--- src/rtl/s_csub4_seq_if.sv ---
// Handshake bus for the bit-serial signed subtractor: operand side (in_*, s, a)
// and result side (out_*, b, ovf).
interface s_csub4_seq_if;
    logic       in_valid;
    logic       in_ready;
    logic [4:0] s;
    logic [3:0] a;
    logic       out_valid;
    logic       out_ready;
    logic [3:0] b;
    logic       ovf;

    modport master (
        output in_valid, s, a, out_ready,
        input  in_ready, out_valid, b, ovf
    );

    modport slave (
        input  in_valid, s, a, out_ready,
        output in_ready, out_valid, b, ovf
    );
endinterface

--- src/rtl/s_csub4_seq.sv ---
// Bit-serial signed subtractor: recovers b = s - a (6-bit exact) LSB first,
// one bit per clock, and flags results that do not fit in signed 4 bits.
module s_csub4_seq (
    input  logic           clk,
    input  logic           rst,
    s_csub4_seq_if.slave   bus
);
    typedef enum logic [1:0] {
        IDLE = 2'd0,
        CALC = 2'd1,
        DONE = 2'd2
    } state_t;

    state_t     state_reg;
    logic [2:0] cnt_reg;
    logic       carry_reg;
    logic [5:0] s6_reg;
    logic [5:0] a6_reg;
    logic [5:0] diff_reg;
    logic [3:0] b_reg;
    logic       ovf_reg;
    logic       out_valid_reg;

    logic       a_inv_next;
    logic       sum_next;
    logic       carry_next;
    logic [5:0] diff_next;

    // Operands shift right so bit 0 is always the bit being processed;
    // result bits enter at the MSB and land in place after six shifts.
    always_comb begin
        a_inv_next = ~a6_reg[0];
        sum_next   = s6_reg[0] ^ a_inv_next ^ carry_reg;
        carry_next = (s6_reg[0] & a_inv_next) | (s6_reg[0] & carry_reg) |
                     (a_inv_next & carry_reg);
        diff_next  = {sum_next, diff_reg[5:1]};
    end

    always_ff @(posedge clk or posedge rst) begin
        if (rst) begin
            state_reg     <= IDLE;
            cnt_reg       <= 3'd0;
            carry_reg     <= 1'b0;
            s6_reg        <= 6'd0;
            a6_reg        <= 6'd0;
            diff_reg      <= 6'd0;
            b_reg         <= 4'd0;
            ovf_reg       <= 1'b0;
            out_valid_reg <= 1'b0;
        end else begin
            case (state_reg)
                IDLE: begin
                    if (bus.in_valid) begin
                        s6_reg    <= {bus.s[4], bus.s};
                        a6_reg    <= {{2{bus.a[3]}}, bus.a};
                        cnt_reg   <= 3'd0;
                        carry_reg <= 1'b1;
                        state_reg <= CALC;
                    end
                end
                CALC: begin
                    s6_reg    <= {1'b0, s6_reg[5:1]};
                    a6_reg    <= {1'b0, a6_reg[5:1]};
                    diff_reg  <= diff_next;
                    carry_reg <= carry_next;
                    cnt_reg   <= cnt_reg + 3'd1;
                    if (cnt_reg == 3'd5) begin
                        // Representable in 4 bits only when the top three bits agree.
                        b_reg         <= diff_next[3:0];
                        ovf_reg       <= !((diff_next[5] == diff_next[4]) &&
                                           (diff_next[4] == diff_next[3]));
                        out_valid_reg <= 1'b1;
                        state_reg     <= DONE;
                    end
                end
                DONE: begin
                    if (bus.out_ready) begin
                        out_valid_reg <= 1'b0;
                        state_reg     <= IDLE;
                    end
                end
                default: begin
                    out_valid_reg <= 1'b0;
                    state_reg     <= IDLE;
                end
            endcase
        end
    end

    assign bus.in_ready  = (state_reg == IDLE);
    assign bus.out_valid = out_valid_reg;
    assign bus.b         = b_reg;
    assign bus.ovf       = ovf_reg;
endmodule

--- src/flat_wrapper.sv ---
// flat-port wrapper written by rule: the top's interface ports become plain ports
module s_csub4_seq_flat 
  (clk, rst, bus_in_valid, bus_s, bus_a, bus_out_ready, bus_in_ready, bus_out_valid, bus_b, bus_ovf);
  s_csub4_seq_if bus_i ();
  input  logic clk;
  input  logic rst;
  input wire logic [$bits(bus_i.in_valid)-1:0] bus_in_valid;
  input wire logic [$bits(bus_i.s)-1:0] bus_s;
  input wire logic [$bits(bus_i.a)-1:0] bus_a;
  input wire logic [$bits(bus_i.out_ready)-1:0] bus_out_ready;
  output wire logic [$bits(bus_i.in_ready)-1:0] bus_in_ready;
  output wire logic [$bits(bus_i.out_valid)-1:0] bus_out_valid;
  output wire logic [$bits(bus_i.b)-1:0] bus_b;
  output wire logic [$bits(bus_i.ovf)-1:0] bus_ovf;
  assign bus_i.in_valid = bus_in_valid;
  assign bus_i.s = bus_s;
  assign bus_i.a = bus_a;
  assign bus_i.out_ready = bus_out_ready;
  assign bus_in_ready = bus_i.in_ready;
  assign bus_out_valid = bus_i.out_valid;
  assign bus_b = bus_i.b;
  assign bus_ovf = bus_i.ovf;
  s_csub4_seq u_core (.clk(clk), .rst(rst), .bus(bus_i));
endmodule
--- config.mk ---
export PLATFORM = sky130hd
export DESIGN_NAME = s_csub4_seq_flat
export DESIGN_NICKNAME = d
export VERILOG_FILES = /design/src/rtl/s_csub4_seq_if.sv /design/src/rtl/s_csub4_seq.sv /design/src/flat_wrapper.sv
export SDC_FILE = /design/constraint.sdc
export NUM_CORES = 1
export LEC_CHECK = 0
export CAP_MARGIN = 10
export CORE_ASPECT_RATIO = 1.1
export CORE_UTILIZATION = 50
export CTS_CLUSTER_DIAMETER = 50
export DETAILED_ROUTE_END_ITERATION = 6
export DONT_BUFFER_PORTS = 1
export GPL_ROUTABILITY_DRIVEN = 0
export HOLD_SLACK_MARGIN = 0.06
export PLACE_DENSITY = 0.64
export SYNTH_ARGS = -nofsm -noshare
export SYNTH_HDL_FRONTEND = slang
export SYNTH_SLANG_ARGS = --single-unit
--- constraint.sdc ---
create_clock -name clk -period 2.8 [get_ports clk]
set_input_delay 0.7 -clock clk [delete_from_list [all_inputs] [get_ports clk]]
set_output_delay 0.7 -clock clk [all_outputs]
set_load 0.05 [all_outputs]
==> results.md <==
- For this design, the slowest cell found on the critical path is sky130_fd_sc_hd__dfrtp_1.
- The region available for standard cell placement spans 2520 um^2.
- The number of design rule violations left after detail routing is 0.
- The detailed-route wire length per cell is 14.7 um.
- The post-cts repair resize count is 0.
- The height of the die is 56.3 um.
- Counting cells, the worst reg-to-reg path comes to 2.
- Setup repair after global routing left no endpoint under its margin.
- The number of antenna violations at the first check in global routing is 0.
- The area growth from synthesis to layout is 4.66%.
- The number of I/O port buffers is 0.
- Entering global routing, the biggest net connects 30 pins.
- The highest fanout seen on the critical path is 20.
- 20 I/O pins were placed.
- The total count of max-transition violations in the final report is 0.
- In this run, distinct cell masters in the synthesized netlist total 26.
- The net total in the final layout is 150.
- The starting density of the core is 53.2%.
- Across the run, the number of max-cap violations was 0.
- In the finished design, the share of the clock period the worst path needs comes to 73.3%.
- In the post-route analysis, the smallest setup slack over all paths is 748 ps.
- The sequential cell area fraction in the yosys report is 54.1%.
- The count of final hold-check violations is 0.
- The iteration count of the initial detailed-routing pass is 4.
- The family with the most delay on the worst path is flip-flops.
- The TritonCTS clock tree is yes.
- The endpoint identified for the worst register-to-register timing path is u_core.carry_reg$_DFFE_PP0P_.
- The cell area that synthesis handed to floorplanning was 1340 um^2.
- STA classifies the critical path startpoint as a register.
- The detailed router's first-iteration violation count is 12.
- After filler insertion, the fill cell instance count of the layout stands at 231.
- The leakage power figure is 0.654 nW.
- Summing all flip-flop and latch instances after layout gives 726 um^2.
- Counting every net in the synthesized netlist gives 149.
- Measured against its own limit, the worst slew margin works out to 44.9%.
- For this run, the top clock speed supported by timing is 487 MHz.
- The worst voltage drop across the vdd grid is 0.000677 V.
- The critical path is of the reg -> out type.
- A synthesized cell averages 10.1 um^2.
- The class of the worst hold path is in -> async.
- The run finished with clean final reports.
- The detailed placement HPWL is 1620 um.
- The via count is 931.
- The cell count after placement is 158.
- The number of antenna diodes in the final layout is 0.
- The minimum period implied by the final worst setup slack is 2050 ps.
- The source-to-sink clock delay at the later pin of the worst-skew pair is 320 ps.
- Tracing the worst setup path back leads to its startpoint at u_core.state_reg[0]$_DFFE_PP0P_.
- Counting flops and latches in the post-synthesis netlist gives 29.
- The share of the core filled with cells is 55.7%.
- After the flow finishes, the layout carries non-filler instances totaling 165.
- The number of buffers and inverters on the critical path is 1.
- The buffer count from post-CTS setup fixing is 0.
- No sink is reached through more buffers than the 2 on the longest clock path.
- After global routing the overflow that remains totals 0.
- For the pin with the worst max-slew slack, the measured transition is 824 ps.
- The combined area of the multi-input logic cells is 547 um^2.
- The share of cells above drive strength 1 is 9.70%.
- The number of vias per cell after detailed routing is 5.64.
- The data required time of the worst path is 2100 ps.
- Traced cell by cell, the critical path runs through nor2_1 > buf_4.
- The number of buffers added to fix hold violations after cts is 0.
- Once detail routing completed, the nets flagged for antenna violations numbered 0.
- The gate count after technology mapping is 133.
- From left edge to right edge, the die measures 51.4 um.
- Summed over all failing endpoints, the final setup total negative slack is 0 ps.
- The die footprint is 2890 um^2.
- Yosys mapped a number of flops with a built-in enable equal to 0.
- The worst register-to-register path begins at u_core.state_reg[0]$_DFFE_PP0P_.
- The first global-routing pass estimated 4200 um of wire.
- The kind of end point of the critical path is a primary output.
- The largest single stage delay on the critical path is 710 ps.
- In this run the core area contains 19 standard-cell rows.
- For this design the ratio of total power to cell area is 1190 nW/um^2.
- The final setup skew is 6.45 ps.
- The all-layer global routing usage is 20.2%.
- After routing the design area is 1400 um^2.
- Setup violations remaining at the end of the flow were counted as 0.
- The share of async-settable or async-resettable flops after synthesis is 100%.
- The worst register-to-register path has a setup slack of 1110 ps.
- Wires add up to 2420 um.
- The clock-pin slew reported for the worst setup and hold paths after clock tree synthesis is 90 ps.
- The H-tree depth reported by CTS is 2.
- The root buffer selected by CTS is sky130_fd_sc_hd__clkbuf_4.
- After detailed placement, the total cell area comes to 1350 um^2.
- The dominant register cell in the synthesized netlist is sky130_fd_sc_hd__dfrtp_1.
- For the worst setup path, the data arrival time is 1350 ps.
- The clock drives 29 sinks.
- The number of CTS-inserted buffers is 5.
- The via count of the first global-routing pass is 945.
- OpenSTA, run right after detailed placement, puts the worst setup slack at 1090 ps.
- The total of warnings raised by yosys is 0.
-- layer usage --
layer	wire length, um	up-vias	part of all wire [%]	global-route usage [%]
met5	0	-	0	0
met4	13	0	0.54	6.95
met3	110	2	4.5	10.3
met2	1190	20	49	31.5
met1	1110	459	46	23.6
li1	-	450	-	-
-- kinds of logic after synthesis --
family | synth area share, %
flops | 54.1
mux | 4.10
simple gates | 17.0
fa+ha+maj | 3.36
buf+inv | 5.13
compound gates | 16.3
-- stage by stage --
step | total power, W | hold WS (ps)
global route | 0.00180 | 335
finish | 0.00167 | 332
global placement | 0.00140 | 461
CTS | 0.00168 | 334
floorplan | 0.00132 | 442
detailed placement | 0.00143 | 464
-- where the power goes --
group	total, W	switching, W	leakage, nW	internal [W]
Sequential	0.000913	0.000314	0.368	0.000599
Clock	0.000254	0.000135	0.0314	0.000118
Combinational	0.000500	0.000275	0.254	0.000225
-- cell usage in the layout (no fill, tap or decap), types with 3 or more instances in the layout --
cell type	netlist	routed
sky130_fd_sc_hd__a21oi_1	8	8
sky130_fd_sc_hd__a22oi_1	6	6
sky130_fd_sc_hd__a31oi_1	4	4
sky130_fd_sc_hd__and2_1	3	3
sky130_fd_sc_hd__clkbuf_4	0	5
sky130_fd_sc_hd__dfrtp_1	29	29
sky130_fd_sc_hd__inv_1	6	6
sky130_fd_sc_hd__mux2_2	4	4
sky130_fd_sc_hd__nand2_1	26	26
sky130_fd_sc_hd__nor2_1	4	4
sky130_fd_sc_hd__nor2b_1	8	8
sky130_fd_sc_hd__o21ai_0	15	15
-- cell type report --
type / count / share of cell area, %
Tap cell: 31 / 2.76
Inverter: 6 / 1.60
Clock buffer: 7 / 3.92
Sequential cell: 29 / 51.7
Timing Repair Buffer: 2 / 1.07
Multi-Input combinational cell: 90 / 38.9
-- worst max path at each step --
stage	to	cells after the start
6_report	bus_in_ready	2
5_1_grt	bus_in_ready	2
4_1_cts	bus_in_ready	2
3_5_place_dp	bus_in_ready	2
3_3_place_gp	bus_in_ready	2
2_1_floorplan	bus_in_ready	3
-- Yosys cell counts, types with 2 or more instances --
cell                       count  area, um^2
sky130_fd_sc_hd__and2_1        3        18.8
sky130_fd_sc_hd__buf_2         4        20.0
sky130_fd_sc_hd__mux2_2        4        45.0
sky130_fd_sc_hd__a21oi_1       8        40.0
sky130_fd_sc_hd__a31oi_1       4        25.0
sky130_fd_sc_hd__o21ai_0      15        75.1
sky130_fd_sc_hd__nand2_1      26        97.6
sky130_fd_sc_hd__ha_1          2        25.0
sky130_fd_sc_hd__dfrtp_1      29         726
sky130_fd_sc_hd__a22oi_1       6        45.0
sky130_fd_sc_hd__inv_1         6        22.5
sky130_fd_sc_hd__clkbuf_1      2        7.51
sky130_fd_sc_hd__nor2b_1       8        50.1
sky130_fd_sc_hd__nor2_1        4        15.0
-- worst reg2reg max path: stages (launching register included) --
cell and delay [ps]:
sky130_fd_sc_hd__dfrtp_1 710, sky130_fd_sc_hd__nor2b_1 630, sky130_fd_sc_hd__a22oi_1 180
(Power assumes the default switching activity.)
